[src/rtl/delay_meter.sv]
// Multi-channel path-delay meter: launches a transition into one path, counts
// cycles until the synchronised path output follows, repeats and accumulates stats.
module delay_meter #(
    parameter int             CNT_W = 32,
    parameter int             SUM_W = 40,
    parameter int             CH    = 4,
    parameter int             CH_W  = 2,
    parameter int             TR_W  = 8,
    parameter int             GAP   = 4,
    parameter logic [CH-1:0]  INV   = '0
) (
    input  logic              clk,
    input  logic              rst,
    input  logic              start,
    input  logic [CH_W-1:0]   chSel,
    input  logic [TR_W-1:0]   trials,
    input  logic [CNT_W-1:0]  timeout,
    input  logic [CH-1:0]     pathResult,
    output logic [CH-1:0]     pathInput,
    output logic [SUM_W-1:0]  result,
    output logic [CNT_W-1:0]  minCount,
    output logic [CNT_W-1:0]  maxCount,
    output logic [TR_W-1:0]   trialsDone,
    output logic              busy,
    output logic              done,
    output logic              timedOut,
    output logic              overflow
);

    localparam int NSEL = 1 << CH_W;
    localparam int AW   = ((SUM_W > CNT_W) ? SUM_W : CNT_W) + 1;
    localparam int GW   = $clog2(GAP + 1);

    typedef enum logic [2:0] {
        S_IDLE, S_PREP, S_LAUNCH, S_MEASURE, S_GAP, S_DONE
    } state_t;

    state_t             state;
    logic [CH-1:0]      sync1, sync2;
    logic [CH_W-1:0]    ch;
    logic [TR_W-1:0]    trials_q;
    logic [CNT_W-1:0]   timeout_q;
    logic [CNT_W-1:0]   cnt;
    logic [GW-1:0]      gap_cnt;

    logic [NSEL-1:0]    sync_ext, pin_ext, inv_ext;
    logic               ch_ok, match, tmo_hit, sum_sat;
    logic [CNT_W-1:0]   cnt_inc;
    logic [AW-1:0]      sum_w;
    logic [CH-1:0]      toggle;

    // Widen per-channel vectors so an out-of-range chSel indexes safely.
    always_comb begin
        sync_ext         = '0;
        pin_ext          = '0;
        inv_ext          = '0;
        sync_ext[CH-1:0] = sync2;
        pin_ext[CH-1:0]  = pathInput;
        inv_ext[CH-1:0]  = INV;
    end

    assign ch_ok   = (32'(ch) < CH);
    assign match   = (sync_ext[ch] == (pin_ext[ch] ^ inv_ext[ch]));
    assign tmo_hit = (timeout_q != '0) && (cnt >= timeout_q);
    assign cnt_inc = (cnt == '1) ? cnt : cnt + 1'b1;
    assign sum_w   = AW'(result) + AW'(cnt);
    assign sum_sat = (sum_w > AW'({SUM_W{1'b1}}));
    assign toggle  = CH'(1) << ch;

    always_ff @(posedge clk) begin
        if (rst) begin
            state      <= S_IDLE;
            sync1      <= '0;
            sync2      <= '0;
            ch         <= '0;
            trials_q   <= '0;
            timeout_q  <= '0;
            cnt        <= '0;
            gap_cnt    <= '0;
            pathInput  <= '0;
            result     <= '0;
            minCount   <= '1;
            maxCount   <= '0;
            trialsDone <= '0;
            busy       <= 1'b0;
            done       <= 1'b0;
            timedOut   <= 1'b0;
            overflow   <= 1'b0;
        end else begin
            sync1 <= pathResult;
            sync2 <= sync1;
            case (state)
                S_IDLE: begin
                    if (start) begin
                        ch         <= chSel;
                        trials_q   <= (trials == '0) ? TR_W'(1) : trials;
                        timeout_q  <= timeout;
                        cnt        <= '0;
                        result     <= '0;
                        trialsDone <= '0;
                        maxCount   <= '0;
                        minCount   <= '1;
                        timedOut   <= 1'b0;
                        overflow   <= 1'b0;
                        busy       <= 1'b1;
                        state      <= S_PREP;
                    end
                end
                // Wait for the path to agree with its current drive before launching.
                S_PREP: begin
                    if (!ch_ok || (!match && tmo_hit)) begin
                        timedOut <= 1'b1;
                        done     <= 1'b1;
                        state    <= S_DONE;
                    end else if (match) begin
                        state <= S_LAUNCH;
                    end else begin
                        cnt <= cnt_inc;
                    end
                end
                S_LAUNCH: begin
                    pathInput <= pathInput ^ toggle;
                    cnt       <= '0;
                    state     <= S_MEASURE;
                end
                S_MEASURE: begin
                    if (match) begin
                        result     <= sum_sat ? '1 : sum_w[SUM_W-1:0];
                        overflow   <= overflow | sum_sat;
                        minCount   <= (cnt < minCount) ? cnt : minCount;
                        maxCount   <= (cnt > maxCount) ? cnt : maxCount;
                        trialsDone <= trialsDone + 1'b1;
                        if (trialsDone + 1'b1 == trials_q) begin
                            done  <= 1'b1;
                            state <= S_DONE;
                        end else begin
                            gap_cnt <= '0;
                            state   <= S_GAP;
                        end
                    end else if (tmo_hit) begin
                        timedOut <= 1'b1;
                        done     <= 1'b1;
                        state    <= S_DONE;
                    end else begin
                        cnt <= cnt_inc;
                    end
                end
                S_GAP: begin
                    if (gap_cnt == GW'(GAP - 1)) state <= S_LAUNCH;
                    else                         gap_cnt <= gap_cnt + 1'b1;
                end
                S_DONE: begin
                    done  <= 1'b0;
                    busy  <= 1'b0;
                    state <= S_IDLE;
                end
                default: state <= S_IDLE;
            endcase
        end
    end

endmodule

[config.mk]
export PLATFORM = sky130hd
export DESIGN_NAME = delay_meter
export DESIGN_NICKNAME = d
export VERILOG_FILES = /design/src/rtl/delay_meter.sv
export SDC_FILE = /design/constraint.sdc
export NUM_CORES = 1
export LEC_CHECK = 0
export CORE_MARGIN = 2
export CORE_UTILIZATION = 51
export DETAILED_ROUTE_END_ITERATION = 10
export HOLD_SLACK_MARGIN = 0.12
export PLACE_DENSITY = 0.78
export SLEW_MARGIN = 0
export SYNTH_ARGS = -nofsm -noshare
export SYNTH_HDL_FRONTEND = slang
export SYNTH_SLANG_ARGS = --single-unit
[constraint.sdc]
create_clock -name clk -period 3.25 [get_ports clk]
set_clock_uncertainty 0.15 [all_clocks]
set_input_delay 0.65 -clock clk [delete_from_list [all_inputs] [get_ports clk]]
set_output_delay 0.65 -clock clk [all_outputs]
set_load 0.02 [all_outputs]
* Yosys cells after proc, flatten, opt, wreduce, memory -nomap -nowiden
Cells that the tools add are included.
Operators by class: $add $sub $neg 4, order comparisons 5, equality and inequality tests 25, shift-type cells 1, mux-type cells 52, bitwise operators 3, reduce and logical (&&, ||, !) cells 22
Operators by type and width (number):
- 32-bit two-way mux | 11
- 32-bit one-hot mux with 2 select lines | 2
- 32-bit one-hot mux with 4 select lines | 1
- 40-bit two-way mux | 3
- 40-bit one-hot mux with 2 select lines | 1
- 40-bit by 32-bit adder with 41-bit output | 1
- 41-bit by 40-bit greater-than comparator with 1-bit output, second input constant | 1
- 32-bit by 1-bit adder with 32-bit output, second input constant | 1
- 32-bit equality test, second input constant | 1
- 32-bit greater-or-equal comparator | 1
- 32-bit greater-than comparator | 1
- 32-bit < comparator | 1
- 32-bit nonzero test | 1
- 3-bit two-way mux | 9
- 2-bit != test, second input constant | 13
- 8-bit two-way mux | 3
- 4-bit AND reduction | 5
- 8-bit one-hot mux with 2 select lines | 1
- 3-bit one-hot mux with 5 select lines | 1
- 1-bit two-way mux | 12
- 3-bit by 2-bit equality test with 1-bit output, second input constant | 3
- 3-bit != test, second input constant | 3
- 8-bit by 1-bit adder with 8-bit output, second input constant | 1
- 8-bit equality test | 1
- other kinds (24) | 34
Storage, ports and cells: bits in registers 208, bits of input ports 49, output and inout port bits 120, logic and storage cells 129

* Logic depth before layout (Yosys ltp)
depth in word-level cells 8, mapped depth 13, depth with buffers taken out 11

* Least setup slack after synthesis
OpenSTA, ideal clock, no wires.
path type reg2reg, from reg cnt[15], to reg cnt[10], setup time 0.116 ns, arrival 2.859 ns, slack 0.125 ns, stages on the path, launching flop included 11, buffers on the path 1, cell sequence dfxtp_1 > ha_1 > a21oi_1 > o21ai_0 > a2111o_1 > a211o_1 > a21o_1 > a2111oi_2 > buf_2 > a21oi_1 > a31o_2
Between the ends: longest elaborated chain between the ends 5
RTL lines:
- start: declaration | RTL line 43 | logic [CNT_W-1:0] cnt;
- start signal: assignment | RTL line 118 | cnt <= cnt_inc;
- start signal: assignment | RTL line 145 | cnt <= cnt_inc;
- 32-bit greater-or-equal comparator or 32-bit equality test (tied branches) | RTL line 64, 65
- 1-bit logical AND or 32-bit two-way mux (tied branches) | RTL line 64, 65
- 1-bit logical AND (tied with other cells) | RTL line 111 | if (!ch_ok || (!match && tmo_hit)) begin
- 2-bit != test (no source line) (tied with other cells)
- 6-bit AND reduction (no source line) or 32-bit one-hot mux with 4 select lines (tied branches)
Parallel ways exist; a longest one is shown, timed or not. The select of a mux whose other input is x is not followed. A chain may end at the register's enable or synchronous reset.

* Worst setup path after layout
from reg timeout_q[15], to reg cnt[8]
Between the ends: longest elaborated chain between the ends 5
RTL lines:
- start: declaration | RTL line 42 | logic [CNT_W-1:0] timeout_q;
- start signal: assignment | RTL line 97 | timeout_q <= timeout;
- 32-bit greater-or-equal comparator or 32-bit nonzero test (tied branches) | RTL line 64 | assign tmo_hit = (timeout_q != '0) && (cnt >= timeout_q);
- 1-bit logical AND (*) | RTL line 64
- 1-bit logical AND | RTL line 111
- 2-bit != test (no source line)
- 6-bit AND reduction (no source line) (*)
Every way passes the cells marked *; elsewhere a longest branch is shown, timed or not.

==> results.py <==
metrics = {
    "timing": {
        "fin_ws_ns": 0.106,
        "slew_violations": 0,
        "fin_crit_sh_pct": 96.7,
        "tightestPinTransition_ns": 1.26,
        "period_needed_ns": 3.14,
        "fmax_mhz": 318,
        "hold_violations": 0,
        "setup_tns_ns": 0,
        "whs_ns": 0.284,
        "max_slew_margin_pct": 15.4,
        "setup_violations": 0,
        "rsz0062_at_grt": "no",
    },
    "critical_path": {
        "cp-start-kind": "flip-flop",
        "endpoint_kind": "flip-flop",
        "crit_buf_inv": 2,
        "cp_slowest_cell": "a2111o_1",
        "cp.arrival_ns": 3.41,
        "crit_path_cell_trace": "inv_1, ha_1, a21oi_1, o21ai_0, a2111o_1, a211o_1, a21o_1, a2111oi_4, buf_4, a31oi_1, a41o_1",
        "crit_family": "compound AO/OA/AOI/OAI gates",
        "critPathRequiredTime_ns": 3.51,
        "critPathKind": "flip-flop to flip-flop",
        "critPathMaxFanout": 7,
        "critPathMaxStageDelay_ns": 0.41,
    },
    "grt": {
        "antenna_found_initial": 0,
        "grt_max_degree": 80,
        "grt_pass1_wl_um": 61100,
        "grt-ovfl-total": 0,
        "grt_pass1_vias": 12000,
        "track_usage_pct": 28.6,
    },
    "yosys": {
        "synth_top_area_share_pct": 32.8,
        "syn_area_um2": 12700,
        "yosysUniqueCellTypes": 70,
        "synthCells": 1557,
        "synth_edf_count": 0,
        "synth_area_leaders": "dfxtp_1, ha_1, a21oi_1, nand2_1, inv_1",
        "synth_seq_cells": 208,
        "synth_nets": 1738,
        "ys.flop_type": "dfxtp_1",
        "ys_seq_area_share_pct": 32.8,
        "yosysTopAreaCell": "dfxtp_1",
        "post_synth.cell_area_avg_um2": 8.14,
        "async_flop_share_pct": 0,
        "yosysWarnings": 0,
    },
    "flow_run": {
        "maxCapViolations": 0,
    },
    "die": {
        "die_y_um": 162,
        "core_um2": 24400,
        "dieArea_um2": 26100,
        "io_pins": 169,
        "die_w_um": 162,
        "rows": 57,
        "initial_core_util_pct": 52.0,
    },
    "clock_tree": {
        "path_clk_slew_ns": 0.06,
        "cts_buffer_depth": 3,
        "insertion_delay_ns": 0.53,
        "cts_tree": "built",
        "root_buffer": "clkbuf_16",
        "cts_buffers": 24,
        "cts.sinks": 208,
        "htree_levels": 1,
        "postCtsHoldBufs": 0,
    },
    "cells_and_area": {
        "area_growth_pct": 26.4,
        "antenna_cells": 0,
        "final_core_util_pct": 65.7,
        "finalInstanceArea_um2": 16000,
        "final_nets": 1936,
        "drive_gt1_share_pct": 8.97,
        "n_fill_cell": 2082,
        "instances_no_fill": 2097,
    },
    "power": {
        "p_total_mw": 7.41,
        "power.internal_mw": 5.16,
        "combinationalPowerShare_pct": 21.1,
        "clkPwrFrac_pct": 39.7,
        "power_frac_seq_pct": 39.1,
        "p_sw_mw": 2.25,
        "swShare_pct": 30.4,
        "cellPowerDensity_nw_per_um2": 462,
        "leakagePower_nw": 6.90,
        "ir_worst_vdd_mv": 0.325,
    },
    "route": {
        "drc": 0,
        "vias": 12300,
        "wl_per_cell_um": 18.3,
        "drt-total-wl_um": 38300,
        "vias_per_cell": 5.87,
        "ant_nets": 0,
        "drtPass1Iterations": 6,
        "drtIter0Drc": 887,
    },
    "placed_design": {
        "dp_hpwl_um": 28500,
        "routabilityCongestion": 0.924,
        "dpl_worst_slack_ns": 0.0149,
        "io_buffer_count": 168,
        "dpl.cell_count": 2050,
        "placed_area_um2": 15100,
    },
    "run_status": {
        "outcome": "finished, final reports clean",
    },
    "min_path": {
        "hold_path.class": "flip-flop to flip-flop",
    },
}
sequential cells by signal, summed over array words and instances, names as in the netlist:
name / cells
sync1: 4
done: 1
timeout_q: 32
state: 3
ch: 2
timedOut: 1
overflow: 1
cnt: 32
pathInput: 4
trials_q: 8
busy: 1
sync2: 4
minCount: 32
gap_cnt: 3
maxCount: 32
result: 40
trialsDone: 8
power groups by stage:
stage	clock network, mW	logic, mW	registers, mW
final	2.95	1.57	2.90
after global routing	3.08	1.72	2.92
after CTS	2.97	1.54	2.89
after detailed placement	0	1.53	2.95
after global placement	0	1.49	2.94
after floorplan	0	0.927	2.96
cell families after synthesis:
family	count (synthesis)	synth area share, %
xor+xnor	56	3.87
simple gates	500	18.8
fa+ha+maj	132	13.1
buf+inv	192	5.75
mux	40	3.28
flops	208	32.8
compound gates	429	22.4
worst paths after layout:
kind / start / cells after the start / slack [ns] / endpoint
worst max-delay path: timeout_q[15] / 11 / 0.11 / cnt[8]
worst min register to register: sync1[1] / 1 / 0.28 / sync2[1]
worst min-delay path: sync1[1] / 1 / 0.28 / sync2[1]
worst max register to register: timeout_q[15] / 11 / 0.11 / cnt[8]
cell usage after synthesis (14+ instances only):
cell type and instances:
ha_1 131, nand4_1 27, nor3_1 19, nand2b_1 45
xnor2_1 43, clkbuf_1 60, nand2_1 200, mux2i_1 37
nor2b_1 15, o22a_1 33, o21ai_0 65, dfxtp_1 208
nor2_1 88, a21oi_1 162, a31oi_1 14, a21o_1 36
inv_1 124, nand3_1 37, a211oi_1 21
per-layer routing:
layer	up-vias	global-route usage, %	wire length, um
met3	92	3.86	2490
met1	5822	36.7	16200
met5	-	0	0
li1	5950	-	-
met4	0	9.09	1250
met2	444	50.1	18300
placed cells by master, fill, tap and decap left out, types with 13 or more instances in the layout:
master,n
dfxtp_1,203
nand2_1,200
clkdlybuf4s50_1,167
a21oi_1,161
ha_1,130
inv_1,124
nor2_1,86
buf_4,69
o21ai_0,64
nand2b_1,45
xnor2_1,43
mux2i_1,37
a21o_1,36
nand3_1,36
o22a_1,33
nand4_1,27
clkbuf_16,25
a211oi_1,20
nor3_1,19
nor2b_1,15
and3_1,13
xor2_1,13
layout make-up:
type / count / area [um^2] / area share (%)
clock buffer: 34 / 709 / 4.43
sequential: 208 / 4170 / 26.0
timing repair buffer: 239 / 2230 / 13.9
multi-input combinational: 1158 / 7890 / 49.2
inverter: 124 / 465 / 2.90
tap: 324 / 405 / 2.53
clock inverter: 10 / 156 / 0.976
timing repair:
item / in CTS / in global routing
resized for setup: 0 / 24
setup endpoints to repair: 0 / 82
setup buffers: 0 / 1
No activity file was read; power rests on OpenSTA's default activity.
